<file path="src/rtl/cart_mem_arbiter.sv">
// Shared cartridge memory arbiter: queues one mapped PRG and one CHR access,
// grants round-robin onto a req/ack memory port and aborts accesses that never get an ack.
module cart_mem_arbiter #(
   parameter int TIMEOUT = 64
) (
   input  logic        clk,
   input  logic        reset,
   input  logic        prg_req,
   input  logic [21:0] prg_addr,
   input  logic        prg_we,
   input  logic [7:0]  prg_wdata,
   output logic [7:0]  prg_rdata,
   output logic        prg_done,
   input  logic        chr_req,
   input  logic [21:0] chr_addr,
   input  logic        chr_we,
   input  logic [7:0]  chr_wdata,
   output logic [7:0]  chr_rdata,
   output logic        chr_done,
   output logic        mem_req,
   output logic [21:0] mem_addr,
   output logic        mem_we,
   output logic [7:0]  mem_wdata,
   input  logic        mem_ack,
   input  logic [7:0]  mem_rdata,
   output logic        err,
   output logic        overrun
);

   // state | meaning
   // IDLE  | no access on the memory port; grants a pending slot if any
   // BUSY  | mem_req high for the granted port, waiting for ack or timeout
   typedef enum logic {IDLE, BUSY} state_t;

   localparam logic [7:0] TMO_LAST = 8'(TIMEOUT - 1);

   state_t      state, state_next;
   logic        prg_slot_valid, chr_slot_valid;
   logic [21:0] prg_slot_addr, chr_slot_addr;
   logic        prg_slot_we, chr_slot_we;
   logic [7:0]  prg_slot_wdata, chr_slot_wdata;
   logic        grant;        // port in flight: 0 = PRG, 1 = CHR
   logic        last_grant;
   logic [7:0]  tmo_cnt;
   logic        start, pick_chr, complete, timed_out, prg_free, chr_free;

   always_ff @(posedge clk) begin
      if (reset) state <= IDLE;
      else       state <= state_next;
   end

   always_comb begin
      state_next = state;
      case (state)
         IDLE: if (start)    state_next = BUSY;
         BUSY: if (complete) state_next = IDLE;
         default:            state_next = IDLE;
      endcase
   end

   always_comb begin
      start     = 1'b0;
      pick_chr  = 1'b0;
      complete  = 1'b0;
      timed_out = 1'b0;
      case (state)
         IDLE: begin
            start    = prg_slot_valid | chr_slot_valid;
            // CHR wins alone, or on a tie when PRG was served last
            pick_chr = chr_slot_valid & (~prg_slot_valid | ~last_grant);
         end
         BUSY: begin
            complete  = mem_ack | (tmo_cnt == TMO_LAST);
            timed_out = complete & ~mem_ack;
         end
         default: ;
      endcase
      prg_free = complete & ~grant;
      chr_free = complete & grant;
   end

   always_ff @(posedge clk) begin
      if (reset) begin
         mem_req        <= 1'b0;
         mem_addr       <= '0;
         mem_we         <= 1'b0;
         mem_wdata      <= '0;
         prg_done       <= 1'b0;
         chr_done       <= 1'b0;
         prg_rdata      <= '0;
         chr_rdata      <= '0;
         err            <= 1'b0;
         overrun        <= 1'b0;
         grant          <= 1'b0;
         last_grant     <= 1'b1;
         tmo_cnt        <= '0;
         prg_slot_valid <= 1'b0;
         prg_slot_addr  <= '0;
         prg_slot_we    <= 1'b0;
         prg_slot_wdata <= '0;
         chr_slot_valid <= 1'b0;
         chr_slot_addr  <= '0;
         chr_slot_we    <= 1'b0;
         chr_slot_wdata <= '0;
      end else begin
         prg_done <= prg_free;
         chr_done <= chr_free;

         if (start) begin
            grant      <= pick_chr;
            last_grant <= pick_chr;
            mem_req    <= 1'b1;
            mem_addr   <= pick_chr ? chr_slot_addr  : prg_slot_addr;
            mem_we     <= pick_chr ? chr_slot_we    : prg_slot_we;
            mem_wdata  <= pick_chr ? chr_slot_wdata : prg_slot_wdata;
            tmo_cnt    <= '0;
         end else if (complete) begin
            mem_req <= 1'b0;
         end else if (state == BUSY) begin
            tmo_cnt <= tmo_cnt + 8'd1;
         end

         if (prg_free & ~mem_we) prg_rdata <= timed_out ? 8'hFF : mem_rdata;
         if (chr_free & ~mem_we) chr_rdata <= timed_out ? 8'hFF : mem_rdata;
         if (timed_out) err <= 1'b1;

         // a request on the completion edge of its own port reuses the freed slot
         if (prg_req & (~prg_slot_valid | prg_free)) begin
            prg_slot_valid <= 1'b1;
            prg_slot_addr  <= prg_addr;
            prg_slot_we    <= prg_we;
            prg_slot_wdata <= prg_wdata;
         end else if (prg_free) begin
            prg_slot_valid <= 1'b0;
         end

         if (chr_req & (~chr_slot_valid | chr_free)) begin
            chr_slot_valid <= 1'b1;
            chr_slot_addr  <= chr_addr;
            chr_slot_we    <= chr_we;
            chr_slot_wdata <= chr_wdata;
         end else if (chr_free) begin
            chr_slot_valid <= 1'b0;
         end

         if ((prg_req & prg_slot_valid & ~prg_free) | (chr_req & chr_slot_valid & ~chr_free))
            overrun <= 1'b1;
      end
   end

endmodule
</file>
<file path="config.mk">
export PLATFORM = sky130hd
export DESIGN_NAME = cart_mem_arbiter
export DESIGN_NICKNAME = d
export VERILOG_FILES = /design/src/rtl/cart_mem_arbiter.sv
export SDC_FILE = /design/constraint.sdc
export NUM_CORES = 1
export LEC_CHECK = 0
export CAP_MARGIN = 10
export CELL_PAD_IN_SITES_DETAIL_PLACEMENT = 1
export CELL_PAD_IN_SITES_GLOBAL_PLACEMENT = 1
export CORE_MARGIN = 5
export CORE_UTILIZATION = 38
export CTS_BUF_LIST = sky130_fd_sc_hd__clkbuf_4
export DETAILED_ROUTE_END_ITERATION = 12
export PLACE_DENSITY_LB_ADDON = 0.1
export SYNTH_ARGS = -nofsm -noshare
export SYNTH_HDL_FRONTEND = slang
export SYNTH_SLANG_ARGS = --single-unit
</file>
<file path="constraint.sdc">
create_clock -name clk -period 2.38 [get_ports clk]
set_clock_uncertainty 0.2 [all_clocks]
set_input_delay 0.714 -clock clk [delete_from_list [all_inputs] [get_ports clk]]
set_output_delay 0.714 -clock clk [all_outputs]
set_load 0.005 [all_outputs]
</file>
==> impl_metrics.csv, run 1 <==
group,metric,value,unit
detailed_routing,first_pass_iters,4,
critical_path,crit_path_max_fanout,2,
critical_path,crit_path_cell_trace,"clkdlybuf4s50_1",
timing,rsz0062_at_grt,"false",
job,maxCapViolations,0,
critical_path,crit_arrival,1.38,ns
critical_path,path_buf_inv,1,
die,dieArea,16200,um^2
clock_tree,path_clk_slew,0.10,ns
clock_tree,cts.path.max_buffers,2,
timing,min_period_over_period,0.963,
logic_synthesis,synth_top_area_frac,0.488,
status,status,"finished clean",
pwr,irDropWorstVdd,0.245,mV
clock_tree,htree_num_levels,4,
critical_path,setup.worst_path.end_class,"output pin",
timing,tightest_slew,0.521,ns
grt,track_usage,0.177,
cells_and_area,final_cell_mix,"146 x nand2_1, 113 x clkdlybuf4s50_1, 111 x mux2i_1, 105 x dfxtp_1, 39 x nor2_1",
detailed_routing,vias,4308,
grt,grt_pass1_vias,4626,
timing,report.final.hold_viol_count,0,
die,fp.dieH,127,um
clock_tree,cts_tree,"done",
die,core_region_area,13300,um^2
clock_tree,numCtsBuffers,17,
cells_and_area,fin_util,0.527,
timing,hold_ws,0.261,ns
critical_path,critical_path_class,"reg2out",
timing,timing.slew.headroom,0.653,
placement,numPortBuffers,126,
detailed_routing,drt_iter0_markers,110,
logic_synthesis,netlist_instances,560,
detailed_routing,route.detailed.drc,0,
clock_tree,clock_sinks,127,
logic_synthesis,syn_nets,636,
cells_and_area,fillCellCount,1553,
detailed_routing,ant_nets,0,
cells_and_area,finalNetCount,759,
critical_path,crit_path_start_kind,"flop",
die,io_pins,127,
detailed_routing,viasPerCell,4.96,
clock_tree,cts_hold_buf,0,
logic_synthesis,ys_async_sr_fraction,0,
timing,timing.final.ws_setup,0.0890,ns
logic_synthesis,ys_seq_area_frac,0.488,
grt,antenna_found_initial,0,
logic_synthesis,synth_edf_count,0,
clock_tree,cts_root_buffer,"clkbuf_4",
placement,gp_congestion,0.755,
timing,maxSlewViolCount,0,
timing,setup_viol,0,
cells_and_area,area.sequential,2570,um^2
critical_path,cpPeakStageDelay,0.51,ns
detailed_routing,wl,13.7,mm
die,rows,42,
cells_and_area,area_delta_synth_final,34.8,%
cells_and_area,antennaDiodeCount,0,
placement,pre_cts_ws,-0.209,ns
cells_and_area,multi_input_area,2490,um^2
grt,grt.overflow.total,0,
critical_path,regToRegSetupSlack,0.19,ns
detailed_routing,routedWlPerCell,15.8,um
pwr,p_per_area,614,nW/um^2
hold_path,worst_hold_path_type,"reg2reg",
die,die_w,127,um
cells_and_area,final_common_cell,"nand2_1",
placement,dp_hpwl,9.67,mm
pwr,power_leakage,3.11,nW
timing,fin_crit,2.29,ns
logic_synthesis,yosysTopAreaCell,"dfxtp_1",
die,initial_utilization,0.391,
cells_and_area,drive_gt1_frac,0.105,
grt,grt_first_pass_wirelength,22.9,mm
logic_synthesis,syn_area,5220,um^2
grt,grt_max_degree,41,
logic_synthesis,synth_top_flop_cell,"dfxtp_1",
logic_synthesis,synth_warnings,0,
logic_synthesis,synth-seq-cells,127,
critical_path,required,1.47,ns
logic_synthesis,synth_cell_types,39,
placement,dp_cells,839,
timing,max_freq,436,MHz
logic_synthesis,avgSynthCellArea,9.31,um^2
cells_and_area,finalNonFillerCells,868,
critical_path,critical-path-top-delay-family,"buffers and inverters",
clock_tree,insertion_delay,0.52,ns
critical_path,worst_path_max_delay_cell,"clkdlybuf4s50_1",
logic_synthesis,synth_area_leaders,"dfxtp_1 49%, mux2i_1 21%, nand2_1 11%",
==> metal layers <==
| layer | wire length [um] | part of all wire | up-vias | GRT usage |
|---|---|---|---|---|
| li1 | - | - | 2143 | - |
| met4 | 218 | 0.016 | 0 | 0.0631 |
| met1 | 6050 | 0.44 | 2050 | 0.211 |
| met5 | 0 | 0 | - | 0 |
| met2 | 6800 | 0.50 | 98 | 0.305 |
| met3 | 644 | 0.047 | 17 | 0.0505 |
==> tightest hold or removal path, delay by kind of cell, from the launching register on <==
family           cells  cell delay, ns
muxes                1            0.05
DFF                  1            0.32
and+or+nand+nor      1            0.05
==> metrics by stage <==
step / TNS (ns) / cell area [um^2] / power (W)
detailed placement: -11.15 / 6770 / 0.00323
CTS: 0 / 6970 / 0.00440
finish: 0 / 7030 / 0.00432
global placement: -6.76 / 6770 / 0.00321
floorplan: 0 / 5220 / 0.00280
global route: 0 / 7030 / 0.00457
==> cells by family after synthesis <==
family / count (synthesis) / synth area share
xor gates and xnor gates: 3 / 0.00504
AOI/OAI and AO/OA: 59 / 0.0818
buffers and inverters: 46 / 0.0393
adders and majority gates: 1 / 0.00240
and+or+nand+nor: 213 / 0.171
muxes: 111 / 0.213
DFF: 127 / 0.488
==> power breakdown <==
group	leakage (nW)	internal, W	switching, W
combinational	1.94	0.000436	0.000361
sequential	1.05	0.00228	0.0000931
clock	0.116	0.000445	0.000695
==> synthesized netlist by cell type (2+ instances only) <==
cell / instances
and3_1: 3
o21ai_0: 12
a211oi_2: 2
xor2_1: 3
a21oi_1: 7
inv_1: 3
nand4_1: 4
and2_1: 2
or3_1: 2
nand3_1: 2
buf_2: 5
nand2_1: 146
mux2i_1: 111
nor2_1: 40
dfxtp_1: 127
nor2b_1: 2
a211oi_1: 31
clkbuf_1: 29
nor3b_1: 2
buf_4: 7
nand2b_1: 2
==> flip-flops by register name, indices dropped and copies added (netlist names), 8 cells and up <==
name / flops
chr_slot_addr: 22
chr_slot_wdata: 8
chr_rdata: 8
mem_addr: 22
prg_slot_addr: 22
prg_slot_wdata: 8
mem_wdata: 8
prg_rdata: 8
tmo_cnt: 8
==> layout make-up <==
| class | instances | area share |
|---|---|---|
| clock buffers | 23 | 0.0246 |
| multi-input cells | 387 | 0.354 |
| well taps | 176 | 0.0313 |
| repair buffers | 146 | 0.219 |
| flip-flops and latches | 127 | 0.366 |
| clock inverters | 5 | 0.00285 |
| inverters | 4 | 0.00249 |
==> timing repair <==
action / CTS / global route
buffers inserted: 0 / 1
endpoints found under the setup margin: 7 / 23
gates cloned: 0 / 0
resized for setup: 7 / 28
==> worst paths after layout <==
check,from,end,depth (start not counted)
worst max-delay path,mem_addr[18],mem_addr[18],1
worst min register to register,prg_slot_addr[19],prg_slot_addr[19],2
worst min-delay path,prg_slot_addr[19],prg_slot_addr[19],2
worst max register to register,tmo_cnt[4],prg_rdata[7],5
No activity file was read; power rests on OpenSTA's default activity.
==> inputs of run 2 (changes only) <==
Settings changed: HOLD_SLACK_MARGIN set to 0.06.
==> results of run 2 <==
No change in the layout: final DEF, timing and power equal those of run 1.
